[src/rtl/priority_encoder_16to4_if.sv]
// Output handshake of the 16:4 priority encoder.
// Master drives the index and valid, slave returns ready.
interface priority_encoder_16to4_if;
    logic [3:0] F;
    logic       out_valid;
    logic       out_ready;

    modport master (
        output F,
        output out_valid,
        input  out_ready
    );

    modport slave (
        input  F,
        input  out_valid,
        output out_ready
    );
endinterface

[src/rtl/priority_encoder_16to4.sv]
// Sequential 16:4 priority encoder with pending-request latching.
// Issues the highest pending index over a registered valid/ready stage.
module priority_encoder_16to4 (
    input  logic                           clk,
    input  logic                           rst,
    input  logic [15:0]                    D,
    priority_encoder_16to4_if.master       out_if,
    output logic [15:0]                    pending,
    output logic [7:0]                     coalesce_cnt
);
    typedef enum logic {EMPTY, FULL} state_t;

    state_t      state_q, state_d;
    logic [3:0]  f_q, f_d;
    logic [15:0] pending_q, pending_d;
    logic [7:0]  cnt_q, cnt_d;
    logic [3:0]  idx;
    logic [15:0] clr;
    logic        load;
    logic        coal;

    // Ascending scan, so the highest set bit is the last one written.
    always_comb begin
        idx = '0;
        for (int i = 0; i < 16; i++) begin
            if (pending_q[i]) idx = 4'(i);
        end
    end

    always_comb begin
        state_d   = state_q;
        f_d       = f_q;
        load      = (pending_q != '0) &&
                    (state_q == EMPTY || out_if.out_ready);
        clr       = load ? (16'h0001 << idx) : '0;
        pending_d = (pending_q & ~clr) | D;
        coal      = (D & pending_q & ~clr) != '0;
        cnt_d     = (coal && cnt_q != 8'hFF) ? cnt_q + 8'd1 : cnt_q;
        if (load) f_d = idx;
        unique case (state_q)
            EMPTY: if (load) state_d = FULL;
            FULL:  if (out_if.out_ready && !load) state_d = EMPTY;
            default: state_d = EMPTY;
        endcase
    end

    always_ff @(posedge clk) begin
        if (rst) begin
            state_q   <= EMPTY;
            f_q       <= '0;
            pending_q <= '0;
            cnt_q     <= '0;
        end else begin
            state_q   <= state_d;
            f_q       <= f_d;
            pending_q <= pending_d;
            cnt_q     <= cnt_d;
        end
    end

    assign out_if.F         = f_q;
    assign out_if.out_valid = (state_q == FULL);
    assign pending          = pending_q;
    assign coalesce_cnt     = cnt_q;
endmodule
[src/flat_wrapper.sv]
// flat-port wrapper written by rule: the top's interface ports become plain ports
module priority_encoder_16to4_flat 
  (clk, rst, D, pending, coalesce_cnt, out_if_F, out_if_out_valid, out_if_out_ready);
  priority_encoder_16to4_if out_if_i ();
  input  logic clk;
  input  logic rst;
  input  logic [15:0] D;
  output logic [15:0] pending;
  output logic [7:0] coalesce_cnt;
  output wire logic [$bits(out_if_i.F)-1:0] out_if_F;
  output wire logic [$bits(out_if_i.out_valid)-1:0] out_if_out_valid;
  input wire logic [$bits(out_if_i.out_ready)-1:0] out_if_out_ready;
  assign out_if_F = out_if_i.F;
  assign out_if_out_valid = out_if_i.out_valid;
  assign out_if_i.out_ready = out_if_out_ready;
  priority_encoder_16to4 u_core (.clk(clk), .rst(rst), .D(D), .out_if(out_if_i), .pending(pending), .coalesce_cnt(coalesce_cnt));
endmodule
[config.mk]
export PLATFORM = sky130hd
export DESIGN_NAME = priority_encoder_16to4_flat
export DESIGN_NICKNAME = d
export VERILOG_FILES = /design/src/rtl/priority_encoder_16to4_if.sv /design/src/rtl/priority_encoder_16to4.sv /design/src/flat_wrapper.sv
export SDC_FILE = /design/constraint.sdc
export NUM_CORES = 1
export LEC_CHECK = 0
export ABC_AREA = 1
export CORE_MARGIN = 2
export CORE_UTILIZATION = 45
export DETAILED_ROUTE_END_ITERATION = 16
export PLACE_DENSITY = 0.76
export SETUP_SLACK_MARGIN = 0.15
export SLEW_MARGIN = 20
export SYNTH_ARGS = -nofsm -noshare
export SYNTH_HDL_FRONTEND = slang
export SYNTH_SLANG_ARGS = --single-unit
[constraint.sdc]
create_clock -name clk -period 5.1 [get_ports clk]
set_clock_uncertainty 0.15 [all_clocks]
set_input_delay 0.51 -clock clk [delete_from_list [all_inputs] [get_ports clk]]
set_output_delay 0.51 -clock clk [all_outputs]
set_load 0.02 [all_outputs]
Yosys cells after proc, flatten, opt, wreduce, memory -nomap -nowiden
Cells that the tools add are included.

storage, ports and cells
  output and inout bits = 29
  bits in registers = 29
  input port bits = 19

operators by class
  bitwise operators = 6
  shifts and indexed selects = 1
  add/sub/neg operators = 1
  equality and inequality tests = 1
  reductions and logical operators = 7
  multiplexer cells = 19

operator list
  operator                                          number
  2-to-1 mux 4 bit                                  14
  AND 16 bit                                        3
  nonzero test 16 bit                               2
  2-to-1 mux 16 bit                                 1
  NOT 16 bit                                        1
  OR 16 bit                                         1
  << shifter 1 x 4 -> 16 bit, first input constant  1
  adder 8 x 1 -> 8 bit, second input constant       1
  inequality test 8 bit, second input constant      1
  logical AND 1 bit                                 3
  2-to-1 mux 1 bit                                  3
  one-hot mux 1 bit (2 select lines)                1
  zero test 1 bit                                   1
  logical OR 1 bit                                  1
  NOT 1 bit                                         1

Depth between registers and ports, before layout
Gate-level depths: netlist of the first run.

  depth after elaboration = 21
  depth in mapped cells = 25
  gate-level depth less buffers = 24

Least setup slack after synthesis of the first run
Ideal clock, no wire load.

  path kind = register to register
  start = register u_core.pending_q[14] (netlist: u_core.pending[14])
  end = register u_core.cnt_q[3] (netlist: u_core.coalesce_cnt[3])
  path buffers = 1
  library setup time = 0.115 ns
  cell stages (with the launch flop) = 17
  period minus slack after synthesis = 2.359 ns
  arrival time = 2.093 ns
  slack = 2.741 ns
  path through = dfxtp_1 inv_1 nand4_4 nor2_4 a21oi_4 inv_4 nor2_4 nand4_1 nand3_1 nand2_1 inv_2 nand2_2 nor2_2 nand3_2 buf_6 a21oi_1 nor2_1

on the way
  word-level cells in the longest chain between the ends = 8

ends and longest elaborated chain
  item                            line                          source
  from (decl)                     priority_encoder_16to4.sv:15  logic [15:0] pending_q, pending_d;
  from (signal assigned)          priority_encoder_16to4.sv:56  pending_q <= pending_d;
  2-to-1 mux 4 bit (2 in series)  priority_encoder_16to4.sv:26  if (pending_q[i]) idx = 4'(i);
  << shifter 1 x 4 -> 16 bit      priority_encoder_16to4.sv:35  clr = load ? (16'h0001 << idx) : '0;
  2-to-1 mux 16 bit               priority_encoder_16to4.sv:35
  NOT 16 bit                      priority_encoder_16to4.sv:37  coal = (D & pending_q & ~clr) != '0;
  AND 16 bit *                    priority_encoder_16to4.sv:37
  nonzero test 16 bit *           priority_encoder_16to4.sv:37
  logical AND 1 bit *             priority_encoder_16to4.sv:38  cnt_d = (coal && cnt_q != 8'hFF) ? cnt_q + 8'd1 : cnt_q;
  to (signal assigned)            priority_encoder_16to4.sv:57  cnt_q <= cnt_d;
  to (decl)                       priority_encoder_16to4.sv:16  logic [7:0] cnt_q, cnt_d;

Every way passes the cells marked *; elsewhere a longest branch is shown, timed or not.
A chain may end at the register's enable or synchronous reset.

Worst setup path in the final report of the first run
  start = register u_core.pending_q[5] (netlist: u_core.pending[5])
  end = register u_core.cnt_q[1] (netlist: u_core.coalesce_cnt[1])

on the way
  word-level cells in the longest chain between the ends = 17

ends and longest elaborated chain
  item                             line
  2-to-1 mux 4 bit (11 in series)  priority_encoder_16to4.sv:26
  << shifter 1 x 4 -> 16 bit       priority_encoder_16to4.sv:35
  2-to-1 mux 16 bit                priority_encoder_16to4.sv:35
  NOT 16 bit                       priority_encoder_16to4.sv:37
  AND 16 bit *                     priority_encoder_16to4.sv:37
  nonzero test 16 bit *            priority_encoder_16to4.sv:37
  logical AND 1 bit *              priority_encoder_16to4.sv:38

Marks and branches as above.

==> results of run 1 <==
kinds of logic after synthesis:
kind of cell | after synthesis
compound gates | 38
xor+xnor | 3
fa+ha+maj | 1
buf+inv | 45
flops | 29
simple gates | 138
metrics by stage:
stage / total power, mW / cells / area [um^2] / util
CTS: 0.680 / 354 / 2330 / 0.641
detailed placement: 0.432 / 346 / 2210 / 0.609
global route: 0.710 / 354 / 2330 / 0.641
finish: 0.675 / 354 / 2330 / 0.641
global placement: 0.430 / 346 / 2210 / 0.609
floorplan: 0.365 / 254 / 1700 / -
per-layer routing:
layer / global-route usage / vias up / part of all wire
li1: - / 914 / -
met1: 0.293 / 779 / 0.49
met2: 0.338 / 50 / 0.44
met3: 0.0565 / 7 / 0.059
met4: 0.0755 / 0 / 0.013
met5: 0 / - / 0
report_power, final:
| part | switching, mW | internal (mW) | leakage (nW) |
|---|---|---|---|
| logic | 0.0975 | 0.0709 | 0.760 |
| clock network | 0.0877 | 0.159 | 0.0585 |
| registers | 0.0170 | 0.243 | 0.241 |
worst paths after layout:
| check | from | endpoint | cells past startpoint |
|---|---|---|---|
| worst max register to register | u_core.pending[5] | u_core.coalesce_cnt[1] | 13 |
| worst max-delay path | u_core.pending[5] | u_core.coalesce_cnt[1] | 13 |
| worst min-delay path | u_core.coalesce_cnt[7] | u_core.coalesce_cnt[7] | 2 |
| worst min register to register | u_core.coalesce_cnt[7] | u_core.coalesce_cnt[7] | 2 |
synth_stat cells:
cell,n,area [um^2]
sky130_fd_sc_hd__nand2_1,51,191
sky130_fd_sc_hd__nor2_1,37,139
sky130_fd_sc_hd__inv_1,31,116
sky130_fd_sc_hd__dfxtp_1,29,581
sky130_fd_sc_hd__a21oi_1,25,125
sky130_fd_sc_hd__nand3_1,24,120
sky130_fd_sc_hd__inv_2,10,37.5
sky130_fd_sc_hd__nand4_1,10,62.6
sky130_fd_sc_hd__nand2_2,6,37.5
sky130_fd_sc_hd__o21ai_0,5,25.0
sky130_fd_sc_hd__o21bai_1,4,30.0
sky130_fd_sc_hd__a21oi_2,2,17.5
sky130_fd_sc_hd__clkbuf_1,2,7.51
sky130_fd_sc_hd__nand2_4,2,22.5
sky130_fd_sc_hd__nor2_2,2,12.5
sky130_fd_sc_hd__nor2_4,2,22.5
sky130_fd_sc_hd__xor2_1,2,17.5
sky130_fd_sc_hd__a21oi_4,1,16.3
sky130_fd_sc_hd__a31oi_4,1,21.3
sky130_fd_sc_hd__buf_6,1,11.3
sky130_fd_sc_hd__ha_1,1,12.5
sky130_fd_sc_hd__inv_4,1,6.26
sky130_fd_sc_hd__nand3_2,1,10.0
sky130_fd_sc_hd__nand4_4,1,21.3
sky130_fd_sc_hd__nor4_4,1,21.3
sky130_fd_sc_hd__or2_2,1,6.26
sky130_fd_sc_hd__xnor2_1,1,8.76
state kept, by name, summed over array words and instances, names as in the netlist:
name                     flops
u_core.out_if.F              4
u_core.pending              16
u_core.coalesce_cnt          8
u_core.out_if.out_valid      1
worst max-delay path: stages (launching register included):
cell and delay, ns:
sky130_fd_sc_hd__dfxtp_1 0.34, sky130_fd_sc_hd__nor2_1 0.16, sky130_fd_sc_hd__nand3_1 0.20, sky130_fd_sc_hd__a21oi_2 0.40
sky130_fd_sc_hd__inv_2 0.14, sky130_fd_sc_hd__nor2_1 0.21, sky130_fd_sc_hd__nand3_1 0.15, sky130_fd_sc_hd__a21oi_2 0.17
sky130_fd_sc_hd__nand2_1 0.08, sky130_fd_sc_hd__nor2_2 0.09, sky130_fd_sc_hd__nand3_2 0.19, sky130_fd_sc_hd__nand2_2 0.17
sky130_fd_sc_hd__nand2_1 0.06, sky130_fd_sc_hd__a21oi_1 0.13
layout make-up:
| cell class | count | area, um^2 | area share |
|---|---|---|---|
| multi-input combinational | 180 | 941 | 0.404 |
| inverter | 42 | 160 | 0.0688 |
| timing repair buffer | 47 | 470 | 0.202 |
| clock buffer | 7 | 86.3 | 0.0371 |
| tap | 48 | 60.1 | 0.0258 |
| clock inverter | 1 | 30.0 | 0.0129 |
| sequential | 29 | 581 | 0.249 |
==> results_dict.tcl, run 1 <==
set metrics [dict create \
    chip_width_um 65.5 \
    synthesis.area_mm2 0.00170 \
    synth_mux_area_frac 0 \
    power-per-cell-area_mw_per_mm2 290 \
    grt_first_pass_wirelength_um 7130 \
    drv_cap 0 \
    global_route.overflow_total 0 \
    die_h_um 65.5 \
    place_worst_setup_slack_ns 2.19 \
    rows 22 \
    critPathLaunchType "flop" \
    synth.avg_cell_area_um2 6.69 \
    final.min_clock_period_ns 2.73 \
    synth_simple_gate_area_share 0.392 \
    synthesis.yosys.warnings 0 \
    dr_vias_cell 4.94 \
    report.final.setup_viol 0 \
    postCtsHoldBufs 0 \
    post_cts_buffers 0 \
    post_synth_num_cell_types 27 \
    totalNegativeSetupSlack_ns 0 \
    gp_congestion 0.879 \
    synth_top_family_by_area "simple AND/OR/NAND/NOR gates" \
    postSynthNetCount 274 \
    proportion_of_layout_cells_with_a_drive_suffix_above_1 0.124 \
    layout_commonest_cell "sky130_fd_sc_hd__nand2_1" \
    status "completed" \
    drt_pass1_iterations 4 \
    max-vdd-ir-drop_mv 0.144 \
    timing_worst_slew_pin_value_ns 0.936 \
    cellLeakagePower_nw 1.06 \
    endpoint_arrival_time_on_the_critical_path_ns 2.78 \
    ys_seq_area_frac 0.341 \
    crit_path_max_fanout 11 \
    xor_xnor_share_of_the_synthesized_area 0.0155 \
    drt_iter0_drc 104 \
    core-area_mm2 0.00363 \
    pin_count 48 \
    fillCellCount 349 \
    layout.cells.most_common_list "51 x sky130_fd_sc_hd__nand2_1, 47 x sky130_fd_sc_hd__clkdlybuf4s50_1, 37 x sky130_fd_sc_hd__nor2_1, 31 x sky130_fd_sc_hd__inv_1, 29 x sky130_fd_sc_hd__dfxtp_1" \
    maxSlewHeadroom 0.374 \
    top_achievable_clock_speed_ghz 0.366 \
    tritoncts.num_buffers 5 \
    placement.io_buffers 47 \
    n_antenna_cell 0 \
    floorplan.die_area_mm2 0.00429 \
    final.setup.worst_slack_ns 2.37 \
    cts-resized-gates 0 \
    floorplan.initialDensity 0.468 \
    detailed_route_drc_error_count 0 \
    wirelength_um 4170 \
    max-clock-path-buffers 2 \
    detailed_place_hpwl_um 3230 \
    hp-class "reg -> reg" \
    vias 1750 \
    grt_pass1_vias 1595 \
    holdWs_ns 0.352 \
    drt.antenna.violating_nets 0 \
    critPathRequiredTime_ns 5.14 \
    syn_to_layout_area_delta_pct 36.9 \
    post_drt_wl_per_cell_um 11.8 \
    rsz0062_at_grt "no" \
    clk_transition_reported_paths_ns 0.06 \
    cts.sinks 29 \
    globalRouteTotalUtil 0.218 \
    synthAdderAreaFrac 0.00736 \
    crit_type "reg -> reg" \
    clock_latency_ns 0.28 \
    complex_gate_fraction_of_the_synthesized_area 0.138 \
    r2r_setup_slack_ns 2.37 \
    post_synth_inst_count 254 \
    number_of_nets_in_the_final_layout 325 \
    pin_count_of_the_biggest_net_entering_global_routing 25 \
    number_of_hold_violations_in_the_final_report 0 \
    antenna_found_initial 0 \
    clock_tree.root_cell "sky130_fd_sc_hd__clkbuf_8" \
    drv_slew 0 \
    final_period_utilization 0.536 \
    cts_tree "done" \
    h_tree_levels 2 \
    worstSetupEndpointType "flop" \
    postSynthRegisterBits 29 \
]
(Power assumes the default switching activity.)
==> run 2, diff against run 1 <==
CORE_UTILIZATION = 43   (was 45)
clock period = 2.34 ns   (was 5.1 ns; I/O delays follow)
==> results_dict.tcl, run 2 (synthesis gave the netlist of run 1 again) <==
set metrics [dict create \
    pin_count 48 \
    critical-path-max-stage-delay_ns 0.34 \
    timing.reg2reg.worst_path_depth 22 \
    cp_cell_sequence "inv_2 -> nand2_1 -> nand2_1 -> nand2_1 -> nand2_1 -> nand2_1 -> nand2_1 -> nand2_1 -> nand2_1 -> nand2_1 -> nand2_1 -> nand2_2 -> nand2_4 -> nand2_4 -> nand4_1 -> o21bai_1 -> nand2_1 -> nor2_4 -> nand3_4 -> nand2_4 -> nand2_1 -> a21oi_1" \
    final_period_utilization 1.04 \
    max-vdd-ir-drop_mv 0.338 \
    dr_vias_cell 4.97 \
    crit_family "simple AND/OR/NAND/NOR gates" \
    fillCellCount 306 \
    drt_pass1_iterations 4 \
    violations "setup timing" \
    endpoint_arrival_time_on_the_critical_path_ns 2.49 \
    core-area_mm2 0.00374 \
    wirelength_um 5250 \
    report.final.setup_viol 8 \
    pin_count_of_the_biggest_net_entering_global_routing 12 \
    detailed_place_hpwl_um 3750 \
    hp-class "reg -> reg" \
    place_worst_setup_slack_ns -0.237 \
    cts_tree "done" \
    detailroute.wirelength.met3_um 315 \
    holdCritStartpoint "u_core.coalesce_cnt[7]" \
    global_route.overflow_total 0 \
    drt_iter0_drc 236 \
    routed-wl-met2_um 2510 \
    cts.sinks 29 \
    vias 1972 \
    place_area_mm2 0.00253 \
    layout.cells.most_common_list "49 x sky130_fd_sc_hd__nand2_1, 47 x sky130_fd_sc_hd__clkdlybuf4s50_1, 41 x sky130_fd_sc_hd__buf_4, 33 x sky130_fd_sc_hd__nor2_1, 27 x sky130_fd_sc_hd__inv_1" \
    total_power_mw 1.46 \
    cp_num_buf_inv 1 \
    maxSlewHeadroom 0.788 \
    drv_cap 0 \
    top_achievable_clock_speed_ghz 0.410 \
    worstSetupEndpointType "flop" \
    n_antenna_cell 0 \
    holdWs_ns 0.354 \
    detailed_route_drc_error_count 0 \
    clk_transition_reported_paths_ns 0.06 \
    floorplan.initialDensity 0.454 \
    final.setup.worst_slack_ns -0.101 \
    number_of_nets_in_the_final_layout 369 \
    syn_to_layout_area_delta_pct 63.1 \
    power-per-cell-area_mw_per_mm2 528 \
    crit_type "reg -> reg" \
    status "finished, violations left" \
    grt_first_pass_wirelength_um 8290 \
    grt_pass1_vias 1884 \
    clock_latency_ns 0.27 \
    timing.rr.end "u_core.coalesce_cnt[4]" \
    drv_slew 0 \
    dr.max_layer_used "met4" \
    r2r_setup_slack_ns -0.10 \
    critical_path.most_common_cell "sky130_fd_sc_hd__nand2_1" \
    worst_path_cell_with_the_longest_stage_delay "sky130_fd_sc_hd__dfxtp_4" \
    timing_worst_slew_pin_value_ns 0.316 \
    proportion_of_layout_cells_with_a_drive_suffix_above_1 0.324 \
    antenna_found_initial 0 \
    max-clock-path-buffers 2 \
    crit_path_max_fanout 6 \
    chip_width_um 66.9 \
    tritoncts.num_buffers 5 \
    drt.antenna.violating_nets 0 \
    globalRouteTotalUtil 0.247 \
    final.min_clock_period_ns 2.44 \
    cellLeakagePower_nw 1.27 \
    hold_path_endpoint "u_core.coalesce_cnt[7]" \
    rsz0062_at_grt "yes" \
    hold-path-cell-count 2 \
    final_area_mm2 0.00277 \
    post_drt_wl_per_cell_um 13.2 \
    clock_tree.root_cell "sky130_fd_sc_hd__clkbuf_8" \
    critPathLaunchType "flop" \
    floorplan.die_area_mm2 0.00447 \
    h_tree_levels 2 \
    wl_met1_um 2330 \
    layout_commonest_cell "sky130_fd_sc_hd__nand2_1" \
    seq_area_um2 622 \
    multi_input_comb_area_mm2 0.00103 \
    regToRegStartpoint "u_core.pending[2]" \
    critPathRequiredTime_ns 2.39 \
    rows 22 \
    gp_congestion 0.886 \
    die_h_um 66.9 \
    number_of_hold_violations_in_the_final_report 0 \
    placement.io_buffers 47 \
    largest_register_ffs 16 \
]
[run 2: changes by cell type in the layout (fill, tap and decap cells not counted), moves of 3 or more]
cell,delta
sky130_fd_sc_hd__inv_1,-4
sky130_fd_sc_hd__nand3_2,+3
sky130_fd_sc_hd__nor2_1,-4
sky130_fd_sc_hd__dfxtp_2,+6
sky130_fd_sc_hd__a21oi_2,+4
sky130_fd_sc_hd__inv_2,+3
sky130_fd_sc_hd__nand3_1,-3
sky130_fd_sc_hd__nor2_4,+5
sky130_fd_sc_hd__a21oi_1,-4
sky130_fd_sc_hd__dfxtp_4,+9
sky130_fd_sc_hd__dfxtp_1,-15
sky130_fd_sc_hd__buf_4,+41
[run 2: timing repair]
item / CTS / global route
resized for setup: 19 / 3
buffers inserted: 6 / 1
pin swaps: 11 / 6
endpoints found under the setup margin: 8 / 10
cloned: 1 / 0
hold buffers: 0 / 0
[run 2: worst max path at each step]
stage | from | end | slack (ns) | cells past startpoint
floorplan | u_core.pending[9] | u_core.coalesce_cnt[3] | 0.15 | 16
global placement | out_if_out_ready | u_core.coalesce_cnt[4] | -0.16 | 15
detailed placement | out_if_out_ready | u_core.coalesce_cnt[7] | -0.24 | 15
CTS | u_core.pending[2] | u_core.coalesce_cnt[1] | -0.009 | 24
global route | u_core.pending[2] | u_core.coalesce_cnt[4] | -0.27 | 23
finish | u_core.pending[2] | u_core.coalesce_cnt[4] | -0.10 | 22
[run 2: area by class of cell]
cell class,instances,area share
Multi-Input combinational cell,181,0.373
Timing Repair Buffer,90,0.292
Sequential cell,29,0.224
Inverter,42,0.0586
Clock buffer,7,0.0311
Tap cell,48,0.0217
[run 2: worst register-to-register path, cell delays in order (launching register included)]
cell,delay (ns)
sky130_fd_sc_hd__dfxtp_4,0.34
sky130_fd_sc_hd__inv_2,0.04
sky130_fd_sc_hd__nand2_1,0.04
sky130_fd_sc_hd__nand2_1,0.04
sky130_fd_sc_hd__nand2_1,0.05
sky130_fd_sc_hd__nand2_1,0.05
sky130_fd_sc_hd__nand2_1,0.05
sky130_fd_sc_hd__nand2_1,0.04
sky130_fd_sc_hd__nand2_1,0.05
sky130_fd_sc_hd__nand2_1,0.05
sky130_fd_sc_hd__nand2_1,0.05
sky130_fd_sc_hd__nand2_1,0.06
sky130_fd_sc_hd__nand2_2,0.12
sky130_fd_sc_hd__nand2_4,0.09
sky130_fd_sc_hd__nand2_4,0.08
sky130_fd_sc_hd__nand4_1,0.16
sky130_fd_sc_hd__o21bai_1,0.19
sky130_fd_sc_hd__nand2_1,0.11
sky130_fd_sc_hd__nor2_4,0.14
sky130_fd_sc_hd__nand3_4,0.14
sky130_fd_sc_hd__nand2_4,0.12
sky130_fd_sc_hd__nand2_1,0.06
sky130_fd_sc_hd__a21oi_1,0.13
[run 2: report_power, final]
part	internal, mW	total (mW)	switching [mW]
clock	0.233	0.411	0.178
sequential	0.529	0.564	0.0352
combinational	0.228	0.490	0.262
[run 2: metal layers]
layer	up-vias	GRT usage
met2	66	0.413
met4	0	0.102
li1	1006	-
met3	9	0.0439
met1	891	0.311
met5	-	0
[run 2: through the flow]
step	cells	setup TNS (ns)	util
detailed placement	382	-1.61	0.676
floorplan	254	0	-
CTS	396	-0.0215	0.736
global route	397	-1.95	0.741
finish	397	-0.535	0.741
global placement	382	-1.17	0.676
==> run 3, diff against run 2 <==
CAP_MARGIN = 20   (was default)
HOLD_SLACK_MARGIN = 0.02   (was default)
==> results of run 3 <==
No change in the layout: final DEF, timing and power equal those of run 2.
